<file path="src/rtl/tdl_tdc_core_if.sv">
// rtl/tdl_tdc_core_if.sv - timestamp valid/ready stream between the TDC core and its consumer
interface tdl_tdc_core_if #(
  parameter int TAPS     = 64,
  parameter int COARSE_W = 16
);
  localparam int FINE_W = $clog2(TAPS + 1);

  logic [COARSE_W+FINE_W-1:0] ts_data;
  logic                       ts_sat;
  logic                       ts_valid;
  logic                       ts_ready;

  modport master (output ts_data, output ts_sat, output ts_valid, input ts_ready);
  modport slave  (input ts_data, input ts_sat, input ts_valid, output ts_ready);
endinterface

</file>
<file path="src/rtl/tdl_tdc_core.sv">
// rtl/tdl_tdc_core.sv - carry-chain TDC back end: tap sync, popcount fine, coarse merge, stream output
module tdl_tdc_core #(
  parameter int TAPS     = 64,
  parameter int COARSE_W = 16
) (
  input  logic              clk,
  input  logic              rst_n,
  input  logic [TAPS-1:0]   tdl_taps,
  input  logic              enable,
  input  logic              single_shot,
  input  logic              arm,
  input  logic              ovf_clr,
  output logic              ovf,
  output logic              armed,
  tdl_tdc_core_if.master    ts
);
  localparam int FINE_W = $clog2(TAPS + 1);

  typedef enum logic [1:0] {IDLE, WAIT_ZERO, ARMED} state_t;

  state_t                     state_q, state_d;
  logic [TAPS-1:0]            s1_q, s2_q;
  logic [COARSE_W-1:0]        coarse_q, c1_q, c2_q, c3_q;
  logic [FINE_W-1:0]          f3_q;
  logic                       ev3_q, ev3_d;
  logic [COARSE_W+FINE_W-1:0] data_q, data_d;
  logic                       sat_q, sat_d;
  logic                       valid_q, valid_d;
  logic                       ovf_q, ovf_d;
  logic [FINE_W-1:0]          pc;
  logic                       zero;

  // Bubble-tolerant fine count: every set tap counts, wherever it sits.
  function automatic logic [FINE_W-1:0] popcount(input logic [TAPS-1:0] v);
    logic [FINE_W-1:0] n;
    n = '0;
    for (int i = 0; i < TAPS; i++) n = n + FINE_W'(v[i]);
    return n;
  endfunction

  assign pc   = popcount(s2_q);
  assign zero = (pc == '0);

  // Two-stage synchroniser for the asynchronous taps, coarse count travelling alongside.
  always_ff @(posedge clk or negedge rst_n) begin
    if (!rst_n) begin
      s1_q     <= '0;
      s2_q     <= '0;
      coarse_q <= '0;
      c1_q     <= '0;
      c2_q     <= '0;
      c3_q     <= '0;
      f3_q     <= '0;
    end else begin
      s1_q     <= tdl_taps;
      s2_q     <= s1_q;
      coarse_q <= coarse_q + 1'b1;
      c1_q     <= coarse_q;
      c2_q     <= c1_q;
      c3_q     <= c2_q;
      f3_q     <= pc;
    end
  end

  // Capture FSM state and the event flag aligned with f3/c3.
  always_ff @(posedge clk or negedge rst_n) begin
    if (!rst_n) begin
      state_q <= IDLE;
      ev3_q   <= 1'b0;
    end else begin
      state_q <= state_d;
      ev3_q   <= ev3_d;
    end
  end

  // Leading-edge capture: a hit only counts once a zero code has been seen while armed.
  always_comb begin
    state_d = state_q;
    ev3_d   = 1'b0;
    case (state_q)
      IDLE:      if (!single_shot || arm) state_d = WAIT_ZERO;
      WAIT_ZERO: if (zero) state_d = ARMED;
      ARMED: begin
        if (!zero) begin
          ev3_d   = 1'b1;
          state_d = single_shot ? IDLE : WAIT_ZERO;
        end
      end
      default:   state_d = IDLE;
    endcase
    if (!enable) begin
      state_d = IDLE;
      ev3_d   = 1'b0;
    end
  end

  // Output holding register, handshake and sticky overflow (a drop beats a clear).
  always_comb begin
    data_d  = data_q;
    sat_d   = sat_q;
    valid_d = valid_q;
    ovf_d   = ovf_q;
    if (valid_q && ts.ts_ready) valid_d = 1'b0;
    if (ovf_clr) ovf_d = 1'b0;
    if (ev3_q && enable) begin
      if (!valid_q || ts.ts_ready) begin
        data_d  = {c3_q, f3_q};
        sat_d   = (f3_q == FINE_W'(TAPS));
        valid_d = 1'b1;
      end else begin
        ovf_d = 1'b1;
      end
    end
  end

  // Output register bank.
  always_ff @(posedge clk or negedge rst_n) begin
    if (!rst_n) begin
      data_q  <= '0;
      sat_q   <= 1'b0;
      valid_q <= 1'b0;
      ovf_q   <= 1'b0;
    end else begin
      data_q  <= data_d;
      sat_q   <= sat_d;
      valid_q <= valid_d;
      ovf_q   <= ovf_d;
    end
  end

  assign ts.ts_data  = data_q;
  assign ts.ts_sat   = sat_q;
  assign ts.ts_valid = valid_q;
  assign ovf         = ovf_q;
  assign armed       = (state_q == ARMED);
endmodule

</file>
<file path="src/flat_wrapper.sv">
// flat-port wrapper written by rule: the top's interface ports become plain ports
module tdl_tdc_core_flat 
#(
  parameter int TAPS     = 64,
  parameter int COARSE_W = 16
)
  (clk, rst_n, tdl_taps, enable, single_shot, arm, ovf_clr, ovf, armed, ts_ts_data, ts_ts_sat, ts_ts_valid, ts_ts_ready);
  tdl_tdc_core_if #(.TAPS(TAPS), .COARSE_W(COARSE_W)) ts_i ();
  input  logic clk;
  input  logic rst_n;
  input  logic [TAPS-1:0] tdl_taps;
  input  logic enable;
  input  logic single_shot;
  input  logic arm;
  input  logic ovf_clr;
  output logic ovf;
  output logic armed;
  output wire logic [$bits(ts_i.ts_data)-1:0] ts_ts_data;
  output wire logic [$bits(ts_i.ts_sat)-1:0] ts_ts_sat;
  output wire logic [$bits(ts_i.ts_valid)-1:0] ts_ts_valid;
  input wire logic [$bits(ts_i.ts_ready)-1:0] ts_ts_ready;
  assign ts_ts_data = ts_i.ts_data;
  assign ts_ts_sat = ts_i.ts_sat;
  assign ts_ts_valid = ts_i.ts_valid;
  assign ts_i.ts_ready = ts_ts_ready;
  tdl_tdc_core #(.TAPS(TAPS), .COARSE_W(COARSE_W)) u_core (.clk(clk), .rst_n(rst_n), .tdl_taps(tdl_taps), .enable(enable), .single_shot(single_shot), .arm(arm), .ovf_clr(ovf_clr), .ovf(ovf), .armed(armed), .ts(ts_i));
endmodule
</file>
<file path="config.mk">
export PLATFORM = sky130hd
export DESIGN_NAME = tdl_tdc_core_flat
export DESIGN_NICKNAME = d
export VERILOG_FILES = /design/src/rtl/tdl_tdc_core_if.sv /design/src/rtl/tdl_tdc_core.sv /design/src/flat_wrapper.sv
export SDC_FILE = /design/constraint.sdc
export NUM_CORES = 1
export LEC_CHECK = 0
export CAP_MARGIN = 20
export CELL_PAD_IN_SITES_DETAIL_PLACEMENT = 1
export CELL_PAD_IN_SITES_GLOBAL_PLACEMENT = 2
export CORE_MARGIN = 2
export CORE_UTILIZATION = 36
export DETAILED_ROUTE_END_ITERATION = 10
export GPL_ROUTABILITY_DRIVEN = 0
export PLACE_DENSITY = 0.84
export RECOVER_POWER = 50
export SLEW_MARGIN = 20
export SYNTH_ARGS = -nofsm -noshare
export SYNTH_HDL_FRONTEND = slang
export SYNTH_SLANG_ARGS = --single-unit
</file>
<file path="constraint.sdc">
create_clock -name clk -period 6.9 [get_ports clk]
set_clock_uncertainty 0.05 [all_clocks]
set_input_delay 1.035 -clock clk [delete_from_list [all_inputs] [get_ports clk]]
set_output_delay 1.035 -clock clk [all_outputs]
set_load 0.05 [all_outputs]
</file>
==> results.txt <==
Critical setup path kind: register to register
Core footprint: 0.0219 mm2
Area growth, synth to finish: 27.9%
Row Count: 54
Master of the slowest instance on the critical path: fa_1
Max-cap violation count: 1
Area of the mapped netlist: 0.00806 mm2
Commonest cells after routing, fill and taps aside: 228 x dfrtp_1, 75 x inv_1, 62 x dlygate4sd3_1
Most frequent standard cell in the layout excluding fill and tap cells: dfrtp_1
Slew of the pin with the lowest slew margin: 3280 ps
Number of fill cells in the layout: 2149
FF/Latch Area: 0.00571 mm2
TritonCTS clock tree: built
Final-report hold violation count: 0
Total of flip-flops plus latches after synthesis: 228
Number of pins with negative max-slew slack in the final report: 66
Clock-pin transition on the worst setup and hold timing paths: 60 ps
Worst-path cell chain: ha_4, inv_2, fa_1, inv_2, fa_1, fa_1, fa_1, fa_1, fa_1, inv_1, fa_1, fa_1, inv_1, fa_2, inv_2, fa_2, nand2b_4, a21oi_4, or3b_4, a2111oi_4, and3b_1
Area of all placed cells without fillers: 0.0103 mm2
Wirelength, routed: 15.1 mm
Residual DRC: 0
Pre-CTS setup slack: -54.9 ps
Number of failing setup endpoints in the final timing report: 0
Post-synth EDFFs: 0
Setup repair after global routing missed its margin: yes
Number of hold buffers added after cts: 0
Distinct cell type count after synthesis: 33
Effective utilization at floorplan: 36.8%
Violations in the final reports: capacitance limit, slew limit
Syn_nets: 621
Area of the die: 0.0236 mm2
Router iterations before antenna repair: 4
Routed length per instance: 16.8 um
Routed vias: 3905
Count of H-tree levels built during CTS: 1
Standard cell area after detailed placement: 0.00940 mm2
Share of flip-flops with an asynchronous set or reset: 100%
Final Cycle Share: 97.6%
Count of pins on the block boundary: 98
Clk_lat worst skew: 520 ps
Crit path max-delay family: adder cells
Total of warnings raised by yosys: 0
Post-route minimum period: 6740 ps
Arrival time at the worst endpoint: 7090 ps
Buffer depth of the longest clock path: 3
Startpoint types: register
Fin nets: 746
Count of mapped cells out of synthesis: 479
Height of the die: 154 um
Relative slew margins: -119%
Most prevalent standard cell on the critical path: fa_1
IO Port Bufs: 97
Overall die width: 154 um
Largest net degree at the start of global routing: 84
Number of antenna-violating nets in the routed design: 0
Critical path fanouts, max: 3
HP Class: register to register
TritonCTS buffer count: 24
DRC marker count from the first detailed-route iteration: 173
Final core utilization: 47.1%
Global-route wire length before repair: 25.7 mm
Via-per-instance ratio: 4.34
Number of inserted diodes: 0
Synthesized area per cell: 16.8 um2
Number of antenna violations at the first check in global routing: 0
Most used DFF post-synth: dfrtp_1
Highest attainable clock frequency: 0.148 GHz
CP Capture Type: register
Global-route congestion overflow total: 0
Number of sinks driven by the clock tree: 228
Smallest setup slack after layout: 162 ps
Delay of the slowest cell on the worst path: 540 ps
WP buf/inv: 5
Sequential element share of the synthesized area: 70.8%
Cell at the root of the clock tree: clkbuf_16
Number of global-route vias before repair: 4902
Result of the run: finished with violations
Final HPWL from detailed placement: 10.3 mm
Share of cells above drive strength 1: 13.4%
Combined area of the multi-input logic cells: 0.00213 mm2
Data required time of the worst path: 7250 ps
Global-route total usage across every layer: 13.7%
==> Yosys cell counts (all sizes together), types with 2 or more instances <==
library cell | n | share of area (%)
a21oi | 3 | 0.19
and3 | 2 | 0.16
and4 | 3 | 0.33
buf | 2 | 0.11
clkbuf | 2 | 0.093
dfrtp | 228 | 71
fa | 54 | 13
ha | 17 | 2.6
inv | 78 | 3.6
mux2 | 23 | 3.2
nand2 | 9 | 0.42
nand2b | 3 | 0.23
nand3 | 7 | 0.43
nand4 | 2 | 0.16
nor2 | 7 | 0.33
nor2b | 2 | 0.16
nor3 | 2 | 0.12
nor4b | 2 | 0.22
o21ai | 2 | 0.12
o22ai | 2 | 0.16
or3b | 2 | 0.22
xnor2 | 12 | 1.3
xor2 | 6 | 0.65
==> cells by family after synthesis <==
kind of cell / after synthesis / synth area share [%]
simple gates: 45 / 3.12
fa+ha+maj: 71 / 16.0
xor+xnor: 18 / 1.96
mux: 23 / 3.21
buf+inv: 82 / 3.83
flops: 228 / 70.8
compound gates: 12 / 1.06
==> through the flow <==
| step | TNS (ps) | hold slack, ps | std cells |
|---|---|---|---|
| floorplan | 0 | 281 | 479 |
| global placement | 0 | 282 | 856 |
| detailed placement | -56.0 | 286 | 856 |
| CTS | 0 | 294 | 897 |
| global route | -74.2 | 299 | 899 |
| finish | 0 | 296 | 899 |
==> area by class of cell <==
type / count / area share [%]
clock inverters: 8 / 1.36
inverters: 78 / 2.84
multi-input cells: 169 / 20.7
flip-flops and latches: 228 / 55.4
clock buffers: 33 / 6.54
well taps: 280 / 3.40
repair buffers: 103 / 9.83
==> worst reg2reg max path: cells and delay by family (launching register included) <==
family / cells / cell delay (ps)
buffers and inverters: 5 / 250
flip-flops: 1 / 420
AO/OA/AOI/OAI: 2 / 460
adder cells (fa/ha/maj): 11 / 4720
AND/OR/NAND/NOR: 3 / 740
==> registers in the layout (all words and copies together) (netlist names) <==
name                cells
u_core.s1_q            64
u_core.s2_q            64
u_core.ts.ts_data      23
u_core.c1_q            16
u_core.c2_q            16
u_core.c3_q            16
u_core.coarse_q        16
u_core.f3_q             7
u_core.state_q          2
u_core.ev3_q            1
u_core.ovf              1
u_core.ts.ts_sat        1
u_core.ts.ts_valid      1
==> per-layer routing <==
metal	wire length, um	part of all wire [%]	global-route usage, %
met1	6150	41	17.2
met2	8060	53	24.4
met3	548	3.6	2.79
met4	330	2.2	3.23
met5	0	0	0
==> final timing paths <==
check                                          from                         to  slack (ps)  cells past startpoint
hold / removal             u_core.c2_q[8]$_DFF_PN0_   u_core.c3_q[8]$_DFF_PN0_         300                      0
setup / recovery           u_core.s2_q[0]$_DFF_PN0_     u_core.ev3_q$_DFF_PN0_         160                     21
max in group asynchronous                     rst_n  u_core.s2_q[54]$_DFF_PN0_        2900                      2
hold reg to reg            u_core.c2_q[8]$_DFF_PN0_   u_core.c3_q[8]$_DFF_PN0_         300                      0
min in group asynchronous                     rst_n  u_core.s1_q[30]$_DFF_PN0_        1560                      1
setup reg to reg           u_core.s2_q[0]$_DFF_PN0_     u_core.ev3_q$_DFF_PN0_         160                     21
==> timing repair <==
item | 4_1_cts | 5_1_grt
resized for setup | 1 | 16
cloned | 0 | 0
setup buffers | 0 | 2
pin swaps | 2 | 9
setup endpoints to repair | 2 | 3
Power is left out: the tool's default activity adds up to more than one toggle a clock period on the data nets, which glitch-free logic cannot reach.
==> edit 1: new RTL, same flow settings <==
Take the reset off `s1_q`, `s2_q`, `c1_q`, `c2_q`, `c3_q` and `f3_q` and load them in a clocked block of their own.
--- a/src/rtl/tdl_tdc_core.sv
+++ b/src/rtl/tdl_tdc_core.sv
@@ -44,22 +44,19 @@
   // Two-stage synchroniser for the asynchronous taps, coarse count travelling alongside.
   always_ff @(posedge clk or negedge rst_n) begin
     if (!rst_n) begin
-      s1_q     <= '0;
-      s2_q     <= '0;
       coarse_q <= '0;
-      c1_q     <= '0;
-      c2_q     <= '0;
-      c3_q     <= '0;
-      f3_q     <= '0;
     end else begin
-      s1_q     <= tdl_taps;
-      s2_q     <= s1_q;
       coarse_q <= coarse_q + 1'b1;
-      c1_q     <= coarse_q;
-      c2_q     <= c1_q;
-      c3_q     <= c2_q;
-      f3_q     <= pc;
     end
+  end
+
+  always_ff @(posedge clk) begin
+    s1_q <= tdl_taps;
+    s2_q <= s1_q;
+    c1_q <= coarse_q;
+    c2_q <= c1_q;
+    c3_q <= c2_q;
+    f3_q <= pc;
   end
 
   // Capture FSM state and the event flag aligned with f3/c3.
Formal check against the unedited RTL: not equivalent (Yosys sat finds a counterexample within 4 cycles, from zero or initial values and one cycle with rst_n low).
==> edit 1 against the original RTL <==
The run still ends with capacitance limit, slew limit left. Cell area shrank 9.0%. Synthesized area shrank 10%. Critical path depth shrank 5. Non-clock buffer count shrank 5. Sequential cell count is the same. Worst setup slack lost 0.055 ns. Highest routed layer unchanged. Wire length shrank 16%. Critical path type unchanged.
Power is not shown: default switching activity piles up to over one toggle a cycle in this logic, so the estimate is an artifact.
==> edit 1: results (changes against the original RTL) <==
filler cell count 1955 (was 2149); FF-to-FF path depth 16 (was 21); Adder-Cell Fraction of Synth Area 17.9% (was 16.0%); post-DP HPWL 8.91 mm (was 10.3 mm); Initial DRC Count 65 (was 173); fmax 0.147 GHz (was 0.148 GHz); Non-Filler Instances 908 (was 899); Cell variety after synth 34 (was 33); Placement Cell Area 8530 sq um (was 9400 sq um); Final Cell Area 9380 sq um (was 10300 sq um); xor/xnor share of the synthesized area 2.06% (was 1.96%); share of async-settable or async-resettable flops after synthesis 19.7% (was 100%); Worst Hold Path EP u_core.s2_q[44] (was u_core.c3_q[8]); Max Cap Viol 1 (unchanged); outcome finished with violations (unchanged); Max Transition Viols Final 46 (was 66); Critical Path Start u_core.s2_q[0] (unchanged); top cells by area, synth dfxtp_1 51%, dfrtp_1 16%, fa_1 15% (was dfrtp_1 71%, fa_1 13%, inv_1 3.6%); cell count after synthesis 506 (was 479); hold_sp u_core.s1_q[44] (was u_core.c2_q[8]); crit path DAT 7.13 ns (was 7.09 ns); Top FF cell, synth dfxtp_1 (was dfrtp_1); top cells by count, synth 183 x dfxtp_1, 101 x inv_1, 54 x fa_1 (was 228 x dfrtp_1, 78 x inv_1, 54 x fa_1); Synth Area in Compound Gates 1.30% (was 1.06%); failing checks capacitance limit, slew limit (unchanged); vias in the first global route 4519 (was 4902)
-- edit 1: per-stage QoR --
step | hold WS [ns] | setup TNS, ns
3_5_place_dp | 0.263 | -0.0480
4_1_cts | 0.273 | 0
3_3_place_gp | 0.261 | 0
2_1_floorplan | 0.260 | 0
5_1_grt | 0.281 | -0.134
6_report | 0.269 | 0
-- edit 1: per-layer routing --
layer	up-vias	share of wire (%)	wire, um	global-route usage [%]
met5	-	0	0	0
met4	0	2.4	303	4.41
met3	22	4.5	568	2.60
met2	74	52	6580	23.3
met1	1827	41	5150	14.4
li1	1767	-	-	-
-- edit 1: cell families after synthesis --
group | count (synthesis)
buffers and inverters | 104
muxes | 24
and+or+nand+nor | 48
AOI/OAI and AO/OA | 14
adders and majority gates | 71
xor gates and xnor gates | 17
DFF | 228
-- edit 1: layout make-up --
cell class	instances	area share (%)
multi-input combinational	174	22.2
sequential	228	51.1
clock buffer	36	7.75
clock inverter	6	0.934
inverter	101	4.04
timing repair buffer	98	10.4
tap	265	3.54
==> edit 2: new RTL, same settings <==
Without the edit above. `TAPS` is set to 64 in 3 places; all go to 256.
--- a/src/rtl/tdl_tdc_core_if.sv
+++ b/src/rtl/tdl_tdc_core_if.sv
@@ -1,6 +1,6 @@
 // rtl/tdl_tdc_core_if.sv - timestamp valid/ready stream between the TDC core and its consumer
 interface tdl_tdc_core_if #(
-  parameter int TAPS     = 64,
+  parameter int TAPS     = 256,
   parameter int COARSE_W = 16
 );
   localparam int FINE_W = $clog2(TAPS + 1);
--- a/src/rtl/tdl_tdc_core.sv
+++ b/src/rtl/tdl_tdc_core.sv
@@ -1,6 +1,6 @@
 // rtl/tdl_tdc_core.sv - carry-chain TDC back end: tap sync, popcount fine, coarse merge, stream output
 module tdl_tdc_core #(
-  parameter int TAPS     = 64,
+  parameter int TAPS     = 256,
   parameter int COARSE_W = 16
 ) (
   input  logic              clk,
--- a/src/flat_wrapper.sv
+++ b/src/flat_wrapper.sv
@@ -1,7 +1,7 @@
 // flat-port wrapper written by rule: the top's interface ports become plain ports
 module tdl_tdc_core_flat 
 #(
-  parameter int TAPS     = 64,
+  parameter int TAPS     = 256,
   parameter int COARSE_W = 16
 )
   (clk, rst_n, tdl_taps, enable, single_shot, arm, ovf_clr, ovf, armed, ts_ts_data, ts_ts_sat, ts_ts_valid, ts_ts_ready);
Interface: changed (resized tdl_taps and ts_ts_data); port bits go from 98 to 292. No check against the original RTL was run, so the function may have changed too.
==> edit 2 against the original RTL <==
The flow finishes with violations (capacitance limit, slew limit, setup timing). Worst setup slack got worse by 1.6 ns. Synthesized cell count rose to 2.9 times the old value. Final cell count rose to 3.0 times the old value. Worst hold slack lost 0.0024 ns. Sequential cell count increased by 388. Count of clock-buffer cells in the layout increased by 52. Cell area increased to 2.9 times the old value. Synthesized area grew to 2.9 times the old value. Wire length rose to 3.1 times the old value. Sequential share of layout area decreased by 3.6 points. Critical path type unchanged. Largest cell class unchanged. Highest routed layer is now met5.
Power is left out: the tool's default activity adds up to more than one toggle a clock period on the data nets, which glitch-free logic cannot reach.
==> edit 2: results (changes against the original RTL) <==
met3 routed WL 2.10 mm (was 548 um); crit path DAT 8.78 ns (was 7.09 ns); Seq/Total Area, Yosys 66.9% (was 70.8%); filler cell count 6123 (was 2149); pre-CTS WS -1.55 ns (was -0.0549 ns); Non-Filler Instances 2669 (was 899); syn_nets 1927 (was 621); share of async-settable or async-resettable flops after synthesis 100% (unchanged); Placement Cell Area 27300 sq um (was 9400 sq um); Synth area leader dfrtp_1 (unchanged); cell count after synthesis 1381 (was 479); layout cell share with drive strength beyond 1 13.3% (was 13.4%); Slowest cell on crit path fa_1 (unchanged); Critical Path Start u_core.s2_q[132] (was u_core.s2_q[0]); CP Max Fanout 3 (unchanged); Skew-Pair Late Insertion Delay 0.61 ns (was 0.52 ns); max layer used met5 (was met4); setup violators final 12 (was 0); top cells by area, synth dfrtp_1 67%, fa_1 21%, inv_1 6.0% (was dfrtp_1 71%, fa_1 13%, inv_1 3.6%); Max Cap Viol 1 (unchanged); cell family with most CP delay adder cells (unchanged); Max transition margin -202% (was -119%); wire length on met1 17.9 mm (was 6.15 mm); top cells by count, synth 616 x dfrtp_1, 369 x inv_1, 242 x fa_1 (was 228 x dfrtp_1, 78 x inv_1, 54 x fa_1); Worst Hold Class flip-flop to flip-flop (unchanged); Max H-tree Level 3 (was 1); fin nets 2317 (was 746); FF-to-FF path depth 25 (was 21); Cell variety after synth 37 (was 33); post-DP HPWL 34.6 mm (was 10.3 mm); CTS root buf clkbuf_16 (unchanged); pin count of the biggest net entering global routing 182 (was 84); outcome finished with violations (unchanged); hold_sp u_core.s1_q[217] (was u_core.c2_q[8]); clk slew on worst S/H paths 0.06 ns (about the same); average routed wire per standard cell 17.6 um (was 16.8 um); first drt pass iteration count 4 (unchanged); CP peak stage delay 0.57 ns (was 0.54 ns); first-pass GRT wire length 76.6 mm (was 25.7 mm); placed cell count 2543 (was 856); cts bufs inserted 67 (was 24); DRC Markers 0 (unchanged); met2 routed WL 26.0 mm (was 8.06 mm); failing checks capacitance limit, slew limit, setup timing (was capacitance limit, slew limit); vias in the first global route 13826 (was 4902); Initial DRC Count 425 (was 173); Max Transition Viols Final 74 (was 66); hold depth 0 (unchanged); routed vias/inst 4.04 (was 4.34); initial antenna violation count 8 (was 0); Yosys warning count 0 (unchanged); PnR worst setup slack -1.45 ns (was 0.162 ns); IO buf count 291 (was 97); overall routing resource usage 15.3% (was 13.7%); maximum clock path buffer count 3 (unchanged)
edit 2: kinds of logic after synthesis:
family / synth area share, %
flip-flops: 66.9
buffers and inverters: 6.06
adder cells (fa/ha/maj): 23.3
AND/OR/NAND/NOR: 1.18
multiplexers: 1.27
XOR/XNOR: 0.722
AO/OA/AOI/OAI: 0.619
edit 2: worst reg2reg max path, delay by kind of cell (launching register included):
| kind | cells | cell delay, ns |
|---|---|---|
| and+or+nand+nor | 1 | 0.28 |
| adders and majority gates | 13 | 6.09 |
| buffers and inverters | 6 | 0.34 |
| AOI/OAI and AO/OA | 4 | 0.98 |
| xor gates and xnor gates | 1 | 0.15 |
| DFF | 1 | 0.34 |
edit 2: path summary, 6_finish.rpt:
kind	endpoint
worst min register to register	u_core.s2_q[217]
max in group asynchronous	u_core.s1_q[237]
worst min-delay path	u_core.s2_q[217]
worst max-delay path	u_core.state_q[0]
min in group asynchronous	u_core.s2_q[177]
worst max register to register	u_core.state_q[0]
edit 2: final cells by class:
| type | instances | area (sq um) | share of cell area, % |
|---|---|---|---|
| Tap cell | 846 | 1060 | 3.55 |
| Antenna cell | 3 | 7.51 | 0.0252 |
| Clock inverter | 33 | 379 | 1.27 |
| Timing Repair Buffer | 324 | 3210 | 10.8 |
| Sequential cell | 616 | 15400 | 51.7 |
| Inverter | 369 | 1390 | 4.65 |
| Clock buffer | 85 | 1860 | 6.26 |
| Multi-Input combinational cell | 393 | 6480 | 21.7 |
edit 2: timing repair:
item	in CTS	in global routing
gates resized for setup	44	15
setup buffers	6	3
endpoints found under the setup margin	12	12
gates cloned	0	0
pin swaps	12	10
hold endpoints to repair	0	0
edit 2: layer usage:
layer,GRT usage [%],vias to the layer above
li1,-,4763
met1,17.8,5730
met2,28.2,218
met3,3.21,74
met4,5.01,4
met5,0,-
edit 2: stage by stage:
step / hold WS (ns) / setup TNS, ns
CTS: 0.291 / -10.80
finish: 0.294 / -9.87
global placement: 0.284 / -9.75
detailed placement: 0.286 / -10.80
global route: 0.299 / -13.44
floorplan: 0.281 / -4.67
